===== config.mk =====
export PLATFORM = sky130hd
export DESIGN_NAME = ysyx_25060166_mem_arbiter_flat
export DESIGN_NICKNAME = d
export VERILOG_FILES = /design/src/rtl/ysyx_25060166_mem_arbiter_if.sv /design/src/rtl/ysyx_25060166_mem_arbiter.sv /design/src/flat_wrapper.sv
export SDC_FILE = /design/constraint.sdc
export NUM_CORES = 1
export LEC_CHECK = 0
export CAP_MARGIN = 20
export CORE_MARGIN = 4
export CORE_UTILIZATION = 38
export DETAILED_ROUTE_END_ITERATION = 10
export PLACE_DENSITY_LB_ADDON = 0.05
export SLEW_MARGIN = 15
export SYNTH_ARGS = -nofsm -noshare
export SYNTH_HDL_FRONTEND = slang
export SYNTH_SLANG_ARGS = --single-unit

===== constraint.sdc =====
create_clock -name clk -period 1.64 [get_ports clk]
set_input_delay 0.164 -clock clk [delete_from_list [all_inputs] [get_ports clk]]
set_output_delay 0.164 -clock clk [all_outputs]
set_load 0.01 [all_outputs]

===== src/rtl/ysyx_25060166_mem_arbiter_if.sv =====
// Bus bundle between the IFU, LSU, RAM port and the memory arbiter.
// The arbiter takes the slave view; the surrounding CPU/RAM (or a bench) takes the master view.
interface ysyx_25060166_mem_arbiter_if #(
  parameter int WIDTH = 32
);
  logic             ifu_req_valid;
  logic             ifu_req_ready;
  logic [WIDTH-1:0] ifu_addr;
  logic             ifu_rsp_valid;
  logic [WIDTH-1:0] ifu_rdata;
  logic             ifu_rsp_err;

  logic             lsu_req_valid;
  logic             lsu_req_ready;
  logic [WIDTH-1:0] lsu_addr;
  logic             lsu_wen;
  logic [WIDTH-1:0] lsu_wdata;
  logic [3:0]       lsu_wmask;
  logic             lsu_rsp_valid;
  logic [WIDTH-1:0] lsu_rdata;
  logic             lsu_rsp_err;

  logic             mem_req_valid;
  logic             mem_req_ready;
  logic [WIDTH-1:0] mem_addr;
  logic             mem_wen;
  logic [WIDTH-1:0] mem_wdata;
  logic [3:0]       mem_wmask;
  logic             mem_rsp_valid;
  logic [WIDTH-1:0] mem_rdata;

  modport slave (
    input  ifu_req_valid, ifu_addr,
    input  lsu_req_valid, lsu_addr, lsu_wen, lsu_wdata, lsu_wmask,
    input  mem_req_ready, mem_rsp_valid, mem_rdata,
    output ifu_req_ready, ifu_rsp_valid, ifu_rdata, ifu_rsp_err,
    output lsu_req_ready, lsu_rsp_valid, lsu_rdata, lsu_rsp_err,
    output mem_req_valid, mem_addr, mem_wen, mem_wdata, mem_wmask
  );

  modport master (
    output ifu_req_valid, ifu_addr,
    output lsu_req_valid, lsu_addr, lsu_wen, lsu_wdata, lsu_wmask,
    output mem_req_ready, mem_rsp_valid, mem_rdata,
    input  ifu_req_ready, ifu_rsp_valid, ifu_rdata, ifu_rsp_err,
    input  lsu_req_ready, lsu_rsp_valid, lsu_rdata, lsu_rsp_err,
    input  mem_req_valid, mem_addr, mem_wen, mem_wdata, mem_wmask
  );
endinterface


===== src/rtl/ysyx_25060166_mem_arbiter.sv =====
// Round-robin arbiter sharing one memory port between IFU and LSU, one transaction in flight,
// with a watchdog that turns a silent memory into an error response.
module ysyx_25060166_mem_arbiter #(
  parameter int WIDTH   = 32,
  parameter int TIMEOUT = 255
) (
  input logic                          clk,
  input logic                          rst,
  ysyx_25060166_mem_arbiter_if.slave   bus
);

  localparam int              WD_W   = $clog2(TIMEOUT + 1);
  localparam logic [WD_W-1:0] WD_MAX = WD_W'(TIMEOUT);

  typedef enum logic [1:0] {
    IDLE = 2'd0,
    REQ  = 2'd1,
    RSP  = 2'd2
  } state_t;

  typedef enum logic {
    OWN_IFU = 1'b0,
    OWN_LSU = 1'b1
  } owner_t;

  state_t state, state_next;
  owner_t owner, last_grant;

  logic [WD_W-1:0]  wdog;
  logic             grant_ifu, grant_lsu;
  logic             accept;
  logic             mem_req_valid_c;
  logic             rsp_ok, rsp_timeout, done;

  logic [WIDTH-1:0] mem_addr_q, mem_wdata_q;
  logic             mem_wen_q;
  logic [3:0]       mem_wmask_q;

  logic             ifu_rsp_valid_q, ifu_rsp_err_q;
  logic [WIDTH-1:0] ifu_rdata_q;
  logic             lsu_rsp_valid_q, lsu_rsp_err_q;
  logic [WIDTH-1:0] lsu_rdata_q;

  // Under contention the master that did not win last time gets the port.
  assign grant_lsu = bus.lsu_req_valid & (~bus.ifu_req_valid | (last_grant == OWN_IFU));
  assign grant_ifu = bus.ifu_req_valid & ~grant_lsu;

  always_ff @(posedge clk or negedge rst) begin
    if (!rst) begin
      state <= IDLE;
    end else begin
      state <= state_next;
    end
  end

  always_comb begin
    state_next      = state;
    accept          = 1'b0;
    mem_req_valid_c = 1'b0;
    rsp_ok          = 1'b0;
    rsp_timeout     = 1'b0;
    unique case (state)
      IDLE: begin
        if (grant_ifu | grant_lsu) begin
          accept     = 1'b1;
          state_next = REQ;
        end
      end
      REQ: begin
        mem_req_valid_c = 1'b1;
        if (bus.mem_req_ready) begin
          state_next = RSP;
        end
      end
      RSP: begin
        // A response arriving on the last allowed cycle still beats the watchdog.
        if (bus.mem_rsp_valid) begin
          rsp_ok     = 1'b1;
          state_next = IDLE;
        end else if (wdog == WD_MAX) begin
          rsp_timeout = 1'b1;
          state_next  = IDLE;
        end
      end
      default: begin
        state_next = IDLE;
      end
    endcase
  end

  assign done = rsp_ok | rsp_timeout;

  // Ready is gated by rst so nothing is acknowledged while the block is held in reset.
  assign bus.ifu_req_ready = accept & grant_ifu & rst;
  assign bus.lsu_req_ready = accept & grant_lsu & rst;
  assign bus.mem_req_valid = mem_req_valid_c;
  assign bus.mem_addr      = mem_addr_q;
  assign bus.mem_wen       = mem_wen_q;
  assign bus.mem_wdata     = mem_wdata_q;
  assign bus.mem_wmask     = mem_wmask_q;

  always_ff @(posedge clk or negedge rst) begin
    if (!rst) begin
      owner       <= OWN_IFU;
      last_grant  <= OWN_IFU;
      wdog        <= '0;
      mem_addr_q  <= '0;
      mem_wen_q   <= 1'b0;
      mem_wdata_q <= '0;
      mem_wmask_q <= '0;
    end else begin
      if (accept) begin
        owner       <= grant_lsu ? OWN_LSU : OWN_IFU;
        last_grant  <= grant_lsu ? OWN_LSU : OWN_IFU;
        mem_addr_q  <= grant_lsu ? bus.lsu_addr : bus.ifu_addr;
        mem_wen_q   <= grant_lsu & bus.lsu_wen;
        mem_wdata_q <= grant_lsu ? bus.lsu_wdata : '0;
        mem_wmask_q <= grant_lsu ? bus.lsu_wmask : 4'b0000;
      end
      if (state == IDLE) begin
        wdog <= '0;
      end else if (wdog != WD_MAX) begin
        wdog <= wdog + WD_W'(1);
      end
    end
  end

  // Response pulses last one cycle; rdata holds until the same master's next response.
  always_ff @(posedge clk or negedge rst) begin
    if (!rst) begin
      ifu_rsp_valid_q <= 1'b0;
      ifu_rsp_err_q   <= 1'b0;
      ifu_rdata_q     <= '0;
      lsu_rsp_valid_q <= 1'b0;
      lsu_rsp_err_q   <= 1'b0;
      lsu_rdata_q     <= '0;
    end else begin
      ifu_rsp_valid_q <= done & (owner == OWN_IFU);
      ifu_rsp_err_q   <= rsp_timeout & (owner == OWN_IFU);
      lsu_rsp_valid_q <= done & (owner == OWN_LSU);
      lsu_rsp_err_q   <= rsp_timeout & (owner == OWN_LSU);
      if (done && owner == OWN_IFU) begin
        ifu_rdata_q <= rsp_ok ? bus.mem_rdata : '0;
      end
      if (done && owner == OWN_LSU) begin
        lsu_rdata_q <= rsp_ok ? bus.mem_rdata : '0;
      end
    end
  end

  assign bus.ifu_rsp_valid = ifu_rsp_valid_q;
  assign bus.ifu_rsp_err   = ifu_rsp_err_q;
  assign bus.ifu_rdata     = ifu_rdata_q;
  assign bus.lsu_rsp_valid = lsu_rsp_valid_q;
  assign bus.lsu_rsp_err   = lsu_rsp_err_q;
  assign bus.lsu_rdata     = lsu_rdata_q;

endmodule

===== src/flat_wrapper.sv =====
// flat-port wrapper written by rule: the top's interface ports become plain ports
module ysyx_25060166_mem_arbiter_flat 
#(
  parameter int WIDTH   = 32,
  parameter int TIMEOUT = 255
)
  (clk, rst, bus_ifu_req_valid, bus_ifu_addr, bus_lsu_req_valid, bus_lsu_addr, bus_lsu_wen, bus_lsu_wdata, bus_lsu_wmask, bus_mem_req_ready, bus_mem_rsp_valid, bus_mem_rdata, bus_ifu_req_ready, bus_ifu_rsp_valid, bus_ifu_rdata, bus_ifu_rsp_err, bus_lsu_req_ready, bus_lsu_rsp_valid, bus_lsu_rdata, bus_lsu_rsp_err, bus_mem_req_valid, bus_mem_addr, bus_mem_wen, bus_mem_wdata, bus_mem_wmask);
  ysyx_25060166_mem_arbiter_if #(.WIDTH(WIDTH)) bus_i ();
  input logic clk;
  input logic rst;
  input wire logic [$bits(bus_i.ifu_req_valid)-1:0] bus_ifu_req_valid;
  input wire logic [$bits(bus_i.ifu_addr)-1:0] bus_ifu_addr;
  input wire logic [$bits(bus_i.lsu_req_valid)-1:0] bus_lsu_req_valid;
  input wire logic [$bits(bus_i.lsu_addr)-1:0] bus_lsu_addr;
  input wire logic [$bits(bus_i.lsu_wen)-1:0] bus_lsu_wen;
  input wire logic [$bits(bus_i.lsu_wdata)-1:0] bus_lsu_wdata;
  input wire logic [$bits(bus_i.lsu_wmask)-1:0] bus_lsu_wmask;
  input wire logic [$bits(bus_i.mem_req_ready)-1:0] bus_mem_req_ready;
  input wire logic [$bits(bus_i.mem_rsp_valid)-1:0] bus_mem_rsp_valid;
  input wire logic [$bits(bus_i.mem_rdata)-1:0] bus_mem_rdata;
  output wire logic [$bits(bus_i.ifu_req_ready)-1:0] bus_ifu_req_ready;
  output wire logic [$bits(bus_i.ifu_rsp_valid)-1:0] bus_ifu_rsp_valid;
  output wire logic [$bits(bus_i.ifu_rdata)-1:0] bus_ifu_rdata;
  output wire logic [$bits(bus_i.ifu_rsp_err)-1:0] bus_ifu_rsp_err;
  output wire logic [$bits(bus_i.lsu_req_ready)-1:0] bus_lsu_req_ready;
  output wire logic [$bits(bus_i.lsu_rsp_valid)-1:0] bus_lsu_rsp_valid;
  output wire logic [$bits(bus_i.lsu_rdata)-1:0] bus_lsu_rdata;
  output wire logic [$bits(bus_i.lsu_rsp_err)-1:0] bus_lsu_rsp_err;
  output wire logic [$bits(bus_i.mem_req_valid)-1:0] bus_mem_req_valid;
  output wire logic [$bits(bus_i.mem_addr)-1:0] bus_mem_addr;
  output wire logic [$bits(bus_i.mem_wen)-1:0] bus_mem_wen;
  output wire logic [$bits(bus_i.mem_wdata)-1:0] bus_mem_wdata;
  output wire logic [$bits(bus_i.mem_wmask)-1:0] bus_mem_wmask;
  assign bus_i.ifu_req_valid = bus_ifu_req_valid;
  assign bus_i.ifu_addr = bus_ifu_addr;
  assign bus_i.lsu_req_valid = bus_lsu_req_valid;
  assign bus_i.lsu_addr = bus_lsu_addr;
  assign bus_i.lsu_wen = bus_lsu_wen;
  assign bus_i.lsu_wdata = bus_lsu_wdata;
  assign bus_i.lsu_wmask = bus_lsu_wmask;
  assign bus_i.mem_req_ready = bus_mem_req_ready;
  assign bus_i.mem_rsp_valid = bus_mem_rsp_valid;
  assign bus_i.mem_rdata = bus_mem_rdata;
  assign bus_ifu_req_ready = bus_i.ifu_req_ready;
  assign bus_ifu_rsp_valid = bus_i.ifu_rsp_valid;
  assign bus_ifu_rdata = bus_i.ifu_rdata;
  assign bus_ifu_rsp_err = bus_i.ifu_rsp_err;
  assign bus_lsu_req_ready = bus_i.lsu_req_ready;
  assign bus_lsu_rsp_valid = bus_i.lsu_rsp_valid;
  assign bus_lsu_rdata = bus_i.lsu_rdata;
  assign bus_lsu_rsp_err = bus_i.lsu_rsp_err;
  assign bus_mem_req_valid = bus_i.mem_req_valid;
  assign bus_mem_addr = bus_i.mem_addr;
  assign bus_mem_wen = bus_i.mem_wen;
  assign bus_mem_wdata = bus_i.mem_wdata;
  assign bus_mem_wmask = bus_i.mem_wmask;
  ysyx_25060166_mem_arbiter #(.WIDTH(WIDTH), .TIMEOUT(TIMEOUT)) u_core (.clk(clk), .rst(rst), .bus(bus_i));
endmodule

==> qor.csv <==
stage,metric,value,unit
timing,finalSetupViolCount,24,
synth,async_reset_ff_share,100.0,%
floorplanning,core,16580,um2
timing,max_freq,602.7,MHz
critical_path,path_class,flop to flop,
cts,cts_tree,done,
placed_design,gp_congestion,0.7559,
synth,synth_area,6414,um2
floorplanning,num_rows,47,
pwr,p_int,0.01234,W
cells_and_area,nets,980,
synth,synth_nets,681,
placed_design,hpwl,13960,um
cts,cts_buffers,17,
pwr,p_sw_share,32.64,%
timing,skew,7.410,ps
cells_and_area,postLayoutCellArea,10650,um2
synth,syn_inst,541,
detailed_routing,drt_first_pass_iters,5,
synth,ys_seq_area_share,57.74,%
floorplanning,die_y,137.9,um
floorplanning,start_util,38.68,%
global_route,track_usage,21.72,%
placed_design,port-buffer-count,278,
synth,synth_area_leaders,"dfrtp_1, a22oi_1, mux2_2",
pwr,power.switching,0.005979,W
synth,synth_edf_count,0,
global_route,antenna_found_initial,1,
min_path,hold_path_class,primary input to flop,
pwr,p_seq_share,32.9,%
critical_path,critPathLaunchType,flop,
timing,fin_crit_sh,101.2,%
placed_design,dpl_worst_slack,-264.1,ps
cts,cts_max_level,4,
cells_and_area,final_common_cell,clkdlybuf4s50_1,
global_route,grt_pass1_wl,31440,um
pwr,power_frac_comb,45.0,%
pwr,power,0.01832,W
critical_path,arrival,1970,ps
cts,clkSlewWorstSetupHoldPaths,60,ps
timing,tightestPinTransition,609.6,ps
cts,cts.sinks,148,
cells_and_area,layout_common_cells,"clkdlybuf4s50_1, dfrtp_1, inv_1",
floorplanning,io_pins,279,
outcome,failed_checks,negative setup slack,
synth,synth_top_area_share,57.74,%
critical_path,critPathCaptureType,flop,
synth,synthFlopType,dfrtp_1,
detailed_routing,drt_iter0_markers,331,
cts,worstSkewPairLatency,430,ps
global_route,grt_overflow_total,0,
detailed_routing,wl_per_cell,20.48,um
global_route,grt_pass1_vias,5702,
run,drv_cap,0,
cts,clockBufferDepth,2,
placed_design,dpl_cell_area,9594,um2
detailed_routing,ant_nets,0,
synth,synth_cell_types,41,
synth,yosys.area.top_type,dfrtp_1,
pwr,p_clk_share,22.1,%
cts,cts-root-buf,clkbuf_16,
pwr,irDropWorstVdd,901.1,uV
timing,fin_crit,1659,ps
detailed_routing,avgViaCountPerCell,5.126,
timing,rsz0062_at_grt,yes,
synth,ys_seq_elements,148,
critical_path,required,1950,ps
detailed_routing,vias,5505,
cells_and_area,area_growth,66.11,%
critical_path,ff2ff_setup_slack,-20,ps
detailed_routing,drc,0,
timing,slew_violations,0,
pwr,p_leak,4.900,nW
outcome,run_status,"finished, violations left",
critical_path,cp_max_fo,8,
synth,yosys_warnings,0,
timing,hold_viol_final,0,
timing,setup_slack,-19.09,ps
timing,relSlewSlack,59.36,%
synth,avgSynthCellArea,11.86,um2
cells_and_area,drive_above_1_share,18.29,%
floorplanning,dieArea,19020,um2
global_route,grt_max_degree,113,
pwr,power_density,1720,nW/um2
floorplanning,fp.dieW,137.9,um
detailed_routing,wirelength,22000,um
synthesized netlist by cell type, drive strengths merged (3+ instances only):
cell and instances:
a31oi 3, nand3 4, buf 29, a211oi 3, inv 68, clkbuf 12, a22oi 64, dfrtp 148
a22o 37, a21oi 3, nor3 5, nor2 6, mux2 64, o21ai 69
worst max-delay path: stages (launching register included):
cell and delay [ps]:
dfrtp_1 420, a21boi_4 210, buf_8 170, clkbuf_16 170, mux2_1 320, mux2_2 260
path summary, 6_finish.rpt:
| path | end | start | cells after the start |
|---|---|---|---|
| worst max-delay path | u_core.bus.mem_addr[13] | u_core.owner | 5 |
| worst min-delay path | u_core.state[1] | bus_mem_req_ready | 2 |
| worst max register to register | u_core.bus.mem_addr[13] | u_core.owner | 5 |
| worst min register to register | u_core.bus.mem_wdata[19] | u_core.bus.mem_wdata[19] | 1 |
| max in group asynchronous | u_core.bus.lsu_rdata[10] | rst | 3 |
| min in group asynchronous | u_core.bus.mem_addr[29] | rst | 3 |
cells by family (layout without fill, tap and decap cells):
kind of cell	count (synthesis)	count (layout)	synth area share [%]
AND/OR/NAND/NOR	34	34	3.161
adder cells (fa/ha/maj)	1	1	0.1951
other	0	1	0
flip-flops	148	148	57.74
AO/OA/AOI/OAI	185	185	19.74
multiplexers	64	64	11.24
buffers and inverters	109	421	7.920
flip-flops by register name, summed over array words and instances, names as in the netlist, 2 cells and up:
register,count
u_core.bus.mem_addr,32
u_core.bus.lsu_rdata,32
u_core.state,2
u_core.bus.ifu_rdata,32
u_core.bus.mem_wmask,4
u_core.wdog,8
u_core.bus.mem_wdata,32
metal layers:
metal / GRT usage (%) / vias to the layer above / routed length, um
li1: - / 2539 / -
met1: 26.12 / 2713 / 8483
met2: 35.98 / 223 / 11100
met3: 8.273 / 30 / 1910
met4: 7.245 / 0 / 505
met5: 0 / - / 0
metrics by stage:
stage	TNS (ps)	utilization, %	hold slack [ps]	cells
after global placement	-10200	57.85	280.6	1028
after CTS	-630.8	61.85	309.8	1064
after global routing	-2812	64.24	327.4	1074
after detailed placement	-12910	57.85	284.0	1028
final	-230.5	64.24	325.7	1074
after floorplan	0	-	-131.6	541
area by class of cell:
cell class                 count  area [um2]
antenna                        1       2.502
clock buffer                  18       429.2
fill                        1331        5929
multi-input combinational    284        2416
tap                          220       275.3
sequential                   148        3706
inverter                      68       255.2
clock inverter                14       176.4
timing repair buffer         321        3393
repair_timing:
item | in CTS | in global routing
gates resized for setup | 11 | 57
endpoints found under the setup margin | 14 | 88
pin swaps | 1 | 6
endpoints found under the hold margin | 148 | 0
setup buffers | 2 | 1
hold buffers | 1 | 0
cloned | 1 | 8
power groups by stage:
stage	Clock (W)	Combinational [W]	Sequential (W)
after floorplan	0	0.00289	0.00648
after global placement	0	0.00752	0.00595
after detailed placement	0	0.00764	0.00600
after CTS	0.00412	0.00776	0.00600
after global routing	0.00428	0.00885	0.00621
final	0.00404	0.00825	0.00603
(Power assumes the default switching activity.)
